## src/rtl/counter_ctrl_pkg.sv

```systemverilog
// rtl/counter_ctrl_pkg.sv - shared state encoding and command opcodes for the timer sequencer
package counter_ctrl_pkg;

    // Sequencer states: IDLE waits for a command, LOAD writes the start value, RUN counts.
    typedef enum logic [1:0] {
        ST_IDLE = 2'd0,
        ST_LOAD = 2'd1,
        ST_RUN  = 2'd2
    } ctrl_state_e;

    // cmd_op encodings.
    localparam logic [1:0] OP_NOP            = 2'b00;
    localparam logic [1:0] OP_START_ONESHOT  = 2'b01;
    localparam logic [1:0] OP_START_PERIODIC = 2'b10;
    localparam logic [1:0] OP_STOP           = 2'b11;

    // True for either flavour of START.
    function automatic logic is_start(input logic [1:0] op);
        return (op == OP_START_ONESHOT) || (op == OP_START_PERIODIC);
    endfunction

endpackage

```

## src/rtl/counter_prescaler.sv

```systemverilog
// rtl/counter_prescaler.sv - prescale counter that strobes once every (pre+1) advances
module counter_prescaler #(
    parameter int PRE_W = 4
) (
    input  logic             clk,
    input  logic             rst,
    input  logic             clear_i,
    input  logic             adv_i,
    input  logic [PRE_W-1:0] pre_i,
    output logic             strobe_o
);

    logic [PRE_W-1:0] pc_q;
    logic [PRE_W-1:0] pc_d;

    // Strobe marks the last cycle of a prescale period; the owner decides whether it counts.
    assign strobe_o = (pc_q == pre_i);

    // Next prescale count: clear wins, otherwise wrap on strobe or step by one.
    always_comb begin
        pc_d = pc_q;
        if (clear_i) begin
            pc_d = '0;
        end else if (adv_i) begin
            pc_d = strobe_o ? '0 : pc_q + 1'b1;
        end
    end

    // Prescale count register.
    always_ff @(posedge clk) begin
        if (rst) begin
            pc_q <= '0;
        end else begin
            pc_q <= pc_d;
        end
    end

endmodule

```

## src/rtl/counter_timer_ctrl.sv

```systemverilog
// rtl/counter_timer_ctrl.sv - command-driven sequencer for one loadable up-counter
module counter_timer_ctrl
    import counter_ctrl_pkg::*;
#(
    parameter int WIDTH = 8,
    parameter int PRE_W = 4
) (
    input  logic             clk,
    input  logic             rst,
    input  logic             cmd_valid,
    output logic             cmd_ready,
    input  logic [1:0]       cmd_op,
    input  logic [WIDTH-1:0] cmd_load,
    input  logic [WIDTH-1:0] cmd_term,
    input  logic [PRE_W-1:0] cmd_pre,
    output logic             cnt_cen,
    output logic             cnt_wen,
    output logic [WIDTH-1:0] cnt_dat,
    input  logic [WIDTH-1:0] cnt_val,
    output logic             busy,
    output logic             tick,
    output logic             done
);

    ctrl_state_e      state_q;
    logic [WIDTH-1:0] load_q;
    logic [WIDTH-1:0] term_q;
    logic [PRE_W-1:0] pre_q;
    logic             periodic_q;

    logic in_load;
    logic in_run;
    logic cmd_acc;
    logic start_acc;
    logic stop_acc;
    logic cmd_override;
    logic terminal;
    logic run_step;
    logic pre_strobe;

    assign in_load = (state_q == ST_LOAD);
    assign in_run  = (state_q == ST_RUN);

    // LOAD is a fixed single cycle, so commands are held off only there.
    assign cmd_ready = !rst && !in_load;
    assign cmd_acc   = cmd_valid && cmd_ready;
    assign start_acc = cmd_acc && is_start(cmd_op);
    // STOP only matters while running; in IDLE it is accepted and ignored.
    assign stop_acc  = cmd_acc && (cmd_op == OP_STOP) && in_run;

    // A START or STOP landing on the terminal cycle takes precedence over expiry.
    assign cmd_override = start_acc || stop_acc;
    assign terminal     = in_run && (cnt_val == term_q);
    assign run_step     = !rst && in_run && !terminal && !cmd_override;

    assign cnt_cen = run_step && pre_strobe;
    assign cnt_wen = !rst && in_load;
    assign cnt_dat = cnt_wen ? load_q : '0;
    assign busy    = !rst && (state_q != ST_IDLE);
    assign tick    = !rst && terminal && !cmd_override;
    assign done    = tick && !periodic_q;

    // Prescale restarts on every START and on every expiry so each period begins aligned.
    counter_prescaler #(
        .PRE_W (PRE_W)
    ) u_prescaler (
        .clk      (clk),
        .rst      (rst),
        .clear_i  (start_acc || terminal),
        .adv_i    (run_step),
        .pre_i    (pre_q),
        .strobe_o (pre_strobe)
    );

    // Sequencer FSM and latched configuration; START restarts from any accepting state.
    always_ff @(posedge clk) begin
        if (rst) begin
            state_q    <= ST_IDLE;
            load_q     <= '0;
            term_q     <= '0;
            pre_q      <= '0;
            periodic_q <= 1'b0;
        end else if (start_acc) begin
            load_q     <= cmd_load;
            term_q     <= cmd_term;
            pre_q      <= cmd_pre;
            periodic_q <= (cmd_op == OP_START_PERIODIC);
            state_q    <= ST_LOAD;
        end else begin
            case (state_q)
                ST_IDLE: state_q <= ST_IDLE;
                ST_LOAD: state_q <= ST_RUN;
                ST_RUN: begin
                    if (stop_acc) begin
                        state_q <= ST_IDLE;
                    end else if (terminal) begin
                        state_q <= periodic_q ? ST_LOAD : ST_IDLE;
                    end
                end
                default: state_q <= ST_IDLE;
            endcase
        end
    end

endmodule

```

## config.mk

```make
export PLATFORM = sky130hd
export DESIGN_NAME = counter_timer_ctrl
export DESIGN_NICKNAME = d
export VERILOG_FILES = /design/src/rtl/counter_ctrl_pkg.sv /design/src/rtl/counter_prescaler.sv /design/src/rtl/counter_timer_ctrl.sv
export SDC_FILE = /design/constraint.sdc
export NUM_CORES = 1
export LEC_CHECK = 0
export ABC_AREA = 1
export BUFFER_PORTS_ARGS = -buffer_cell sky130_fd_sc_hd__buf_4
export CORE_MARGIN = 10
export CORE_UTILIZATION = 45
export CTS_BUF_LIST = sky130_fd_sc_hd__clkbuf_4
export DETAILED_ROUTE_END_ITERATION = 8
export HOLD_SLACK_MARGIN = 0.05
export PLACE_DENSITY = 0.79
export SLEW_MARGIN = 30
export SYNTH_ARGS = -nofsm -noshare
export SYNTH_HDL_FRONTEND = slang
export SYNTH_SLANG_ARGS = --single-unit
```

## constraint.sdc

```tcl
create_clock -name clk -period 1.39 [get_ports clk]
set_clock_uncertainty 0.1 [all_clocks]
set_input_delay 0.2085 -clock clk [delete_from_list [all_inputs] [get_ports clk]]
set_output_delay 0.2085 -clock clk [all_outputs]
set_load 0.01 [all_outputs]
```

== Yosys cells after proc, flatten, opt, wreduce, memory -nomap -nowiden ==
Index checks and enable logic that the tools add are counted.
Word-level totals
  output and inout bits: 14
  bits in registers: 27
  logic and storage cells: 50
  input bits: 33
Operators by class
  add/sub/neg operators: 1
  reductions and logical operators: 26
  equal/unequal tests: 9
  mux-type cells: 7
Operator list (count)
  $logic_and 1x1->1: 15
  $eq 8x8->1: 1
  $mux 8: 1
  $eq 2x2->1 const B: 3
  $logic_not 1->1: 5
  $add 4x1->4 const B: 1
  $eq 2x1->1 const B: 2
  $eq 4x4->1: 1
  $mux 2: 2
  $mux 4: 1
  $ne 4x1->1 const B: 1
  $pmux 2 s2: 1
  $reduce_or 2->1: 2
  $logic_or 1x1->1: 3
  $ne 3x1->1 const B: 1
  $mux 1: 2
  $reduce_bool 2->1: 1

== Depth between registers and ports, before layout ==
  depth after elaboration: 10
  mapped depth: 10
  gate-level depth less buffers: 10

== Cells and area by module ==
From an unflattened synthesis, not the netlist that was laid out.
Second synthesis, totals
  cells, all modules: 229
  area total of the unflattened synthesis: 1505.2 um^2
Modules (own cells, without submodules)
  counter_timer_ctrl: cells an instance 187, seq. area each 460.4 um^2, area an instance 1238.7 um^2, instances 1
  counter_prescaler: cells an instance 42, seq. area each 80.1 um^2, area an instance 266.5 um^2, instances 1

== Worst setup path after synthesis ==
No wires, ideal clock.
  path kind: register to output
  start: register state_q[0]
  end: output tick
  cell stages (with the launch flop): 9
  path slack: -202 ps
  arrival time: 1284 ps
  cell sequence: dfxtp_1 inv_1 ha_1 inv_1 a21oi_1 nand3_1 nor2_2 nand2_2 nor3_1
Between the ends
  word-level cells in the longest chain between the ends: 9
  elaborated cells between the ends (all ways): 13
  classes of those cells: eq/ne (2); reduce/logical (11)
Ends and longest elaborated chain
  from (decl): RTL line counter_timer_ctrl.sv:25  | ctrl_state_e state_q;
  from (signal assigned): RTL line counter_timer_ctrl.sv:97  | state_q <= periodic_q ? ST_LOAD : ST_IDLE;
  $eq 2x1->1: RTL line counter_timer_ctrl.sv:41  | assign in_load = (state_q == ST_LOAD);
  $logic_not 1->1: RTL line counter_timer_ctrl.sv:45  | assign cmd_ready = !rst && !in_load;
  $logic_and 1x1->1: RTL line counter_timer_ctrl.sv:45
  $logic_and 1x1->1: RTL line counter_timer_ctrl.sv:46  | assign cmd_acc = cmd_valid && cmd_ready;
  $logic_and 1x1->1 (2 in a row): RTL line counter_timer_ctrl.sv:49  | assign stop_acc = cmd_acc && (cmd_op == OP_STOP) && in_run;
  $logic_or 1x1->1: RTL line counter_timer_ctrl.sv:52  | assign cmd_override = start_acc || stop_acc;
  $logic_not 1->1: RTL line counter_timer_ctrl.sv:60  | assign tick = !rst && terminal && !cmd_override;
  $logic_and 1x1->1 *: RTL line counter_timer_ctrl.sv:60
  to (decl): RTL line counter_timer_ctrl.sv:21  | output logic tick,
Every way passes the cells marked *; elsewhere a longest branch is shown, timed or not.

== Final worst setup path ==
  start: register term_q[5]
  end: output done
Between the ends
  word-level cells in the longest chain between the ends: 5
Ends and longest elaborated chain
  from (decl): RTL line counter_timer_ctrl.sv:27  | logic [WIDTH-1:0] term_q;
  from (signal assigned): RTL line counter_timer_ctrl.sv:85  | term_q <= cmd_term;
  $eq 8x8->1: RTL line counter_timer_ctrl.sv:53  | assign terminal = in_run && (cnt_val == term_q);
  $logic_and 1x1->1: RTL line counter_timer_ctrl.sv:53
  $logic_and 1x1->1 (2 in a row): RTL line counter_timer_ctrl.sv:60
  $logic_and 1x1->1: RTL line counter_timer_ctrl.sv:61  | assign done = tick && !periodic_q;
  to (decl): RTL line counter_timer_ctrl.sv:22  | output logic done
No other way between the ends.

==> flow_metrics.py <==
metrics = {
    "placed_design": {
        "io_buffer_count": 46,
        "placedInstanceArea_um2": 2000,
        "dpl.hpwl_um": 2860,
        "gp_congestion": 0.869,
        "place_inst": 292,
    },
    "finish": {
        "final_common_cell": "buf_4",
        "final_area_um2": 2910,
        "fin_nets": 340,
        "antenna_cells": 0,
        "area_growth_pct": 109,
        "final_util": 0.970,
        "drive_gt1_frac": 0.553,
        "layout_common_cells": "60 x buf_4, 30 x inv_1, 25 x dfxtp_1, 24 x nand2_1, 21 x dlygate4sd3_1",
        "stdcell_count": 333,
        "fill_cells": 52,
    },
    "floorplanning": {
        "initial_utilization": 0.463,
        "dieHeight_um": 75.6,
        "rows": 20,
        "die_area_um2": 5720,
        "core_um2": 3000,
        "io_pins": 47,
        "die_w_um": 75.6,
    },
    "setup_path": {
        "crit_buf_inv": 2,
        "critPathMaxFanout": 4,
        "cp_slowest_stage_delay_ps": 410,
        "cp.depth": 9,
        "crit_slowest_cell": "dfxtp_1",
        "critPathLaunch": "term_q[5]$_SDFFE_PP0P_",
        "worst_path_dominant_cell_family": "simple AND/OR/NAND/NOR gates",
        "end_kind": "output pin",
        "critical_path_class": "reg2out",
        "reg2reg_from": "term_q[5]$_SDFFE_PP0P_",
        "arrival_ps": 1960,
        "required_ps": 1080,
        "cp-start-kind": "register",
        "path_cells": "inv_1, nand2_1, nand2_1, nor2_1, nand2_1, nor2_4, nand2_4, nor4_4, buf_4",
        "reg2reg_depth": 13,
        "crit_top_cell": "nand2_1",
    },
    "grt": {
        "grt_max_degree": 22,
        "grt_pass1_wl_um": 8870,
        "antenna_found_initial": 0,
        "grt_pass1_vias": 1791,
        "grt_usage": 0.201,
        "grt_overflow_total": 0,
    },
    "sta": {
        "slew_viol_final": 0,
        "hold_violations": 0,
        "clock.fmax_mhz": 440,
        "grt_setup_unrepaired": "true",
        "layout_setup_ws_ps": -882,
        "tightest_slew_ps": 546,
        "post-route-period-util": 1.63,
        "setup_viol": 41,
        "relSlewSlack": 0.636,
        "setup_tns_ps": -17360,
        "period_minus_slack_ps": 2270,
    },
    "clocking": {
        "clockBufferDepth": 2,
        "clk_pin_slew_worst_paths_ps": 170,
        "cts_buffers": 3,
        "insertion_delay_ps": 340,
        "numClockSinks": 27,
        "htreeDepth": 1,
        "cts_tree": "done",
        "cts_root_buf": "clkbuf_4",
    },
    "detailed_routing": {
        "antenna_left": 0,
        "viasPerCell": 5.94,
        "vias": 1978,
        "wire_per_inst_um": 24.2,
        "drtPass1Iterations": 7,
        "wirelength_um": 8050,
        "drt_iter0_drc": 277,
        "drcViolationCount": 2,
    },
    "power": {
        "power.density_nw_per_um2": 644,
        "peakVddDrop_mv": 0.809,
        "p_leak_uw": 0.00125,
    },
    "worst_hold_path": {
        "hold_start": "cmd_op[1]",
        "hp-class": "in2reg",
        "hold_depth": 4,
    },
    "yosys": {
        "synth_area_um2": 1390,
        "yosys-top-cells-area": "dfxtp_1 39%, a21oi_1 9.7%, inv_1 9.7%, nand2_1 7.3%, o21ai_0 6.5%",
        "synth-seq-area-share": 0.388,
        "ys_seq_elements": 27,
        "syn_inst": 194,
        "ys_types": 24,
        "syn_nets": 233,
        "yosysWarnings": 0,
        "yosys.area.top_type": "dfxtp_1",
        "yosysTopAreaCellShare": 0.388,
        "syn_area_per_cell_um2": 7.17,
    },
    "flow_run": {
        "cap_violations": 0,
    },
    "status": {
        "violations": "DRC, setup timing",
        "status": "finished with violations",
    },
}
==> through the flow <==
step           power [uW]  worst slack, ps  hold slack (ps)
4_1_cts              1670             -569             53.0
6_report             1870             -882              301
2_1_floorplan        1020            -91.5              170
3_3_place_gp         1170             -207              319
3_5_place_dp         1180             -255              320
5_1_grt              1910             -924              294
==> state kept, by name (all words and copies together), names as in the netlist <==
signal,count
state_q,2
term_q,8
load_q,8
periodic_q,1
pre_q,4
u_prescaler.pc_q,4
==> where the power goes <==
part | internal [uW] | switching (uW) | total, uW
sequential | 815 | 31.9 | 847
clock | 108 | 266 | 374
combinational | 319 | 335 | 654
==> repair_timing <==
| action | 4_1_cts | 5_1_grt |
|---|---|---|
| buffers inserted | 11 | 6 |
| hold buffers | 18 | 3 |
| pin swaps | 5 | 15 |
| gates resized for setup | 56 | 61 |
| endpoints found under the setup margin | 41 | 41 |
| endpoints found under the hold margin | 18 | 3 |
| gates cloned | 3 | 2 |
==> cell usage after synthesis <==
cell type and instances:
clkbuf_1 3, nand4_1 3, nor2_2 1, o21ai_1 3
nand3_1 6, a31o_2 1, dfxtp_1 27, nand2_1 27
clkbuf_2 1, nand3_2 1, o21ai_0 18, inv_1 36
nor2_4 1, ha_1 6, xnor2_1 4, nor2_1 18
nand3b_4 1, buf_2 2, nor3_1 1, nor4_2 1
nand2_2 2, a21oi_1 27, xor2_1 3, a21oi_2 1
==> cells by family after synthesis <==
kind of cell               count (synthesis)  share of synthesized area
and+or+nand+nor                           62                      0.212
AOI/OAI and AO/OA                         50                      0.185
buffers and inverters                     42                      0.116
DFF                                       27                      0.388
xor gates and xnor gates                   7                     0.0441
adders and majority gates                  6                     0.0540
==> per-layer routing <==
layer | global-route usage | vias up | share of wire
met3 | 0.0417 | 61 | 0.089
met5 | 0 | - | 0
li1 | - | 828 | -
met4 | 0.0515 | 0 | 0.074
met1 | 0.228 | 919 | 0.35
met2 | 0.370 | 170 | 0.49
==> worst min-delay path: stages <==
cell	delay [ps]
buf_4	100
ha_1	200
o21ai_4	80
a21oi_4	110
==> worst paths after layout <==
| kind | endpoint | slack [ps] |
|---|---|---|
| hold / removal | periodic_q$_SDFFE_PP0P_ | 300 |
| setup reg to reg | state_q[1]$_SDFFE_PP0P_ | -690 |
| hold reg to reg | load_q[6]$_SDFFE_PP0P_ | 390 |
| setup / recovery | done | -880 |
==> cell type report <==
type | instances | area [um^2] | share of cell area
clock buffers | 3 | 22.5 | 0.00773
multi-input cells | 125 | 1100 | 0.378
flip-flops and latches | 27 | 546 | 0.187
clock inverters | 1 | 5.00 | 0.00172
repair buffers | 108 | 1060 | 0.363
well taps | 33 | 41.3 | 0.0142
inverters | 36 | 140 | 0.0481
Note: power is estimated with default switching activity, not from simulation.
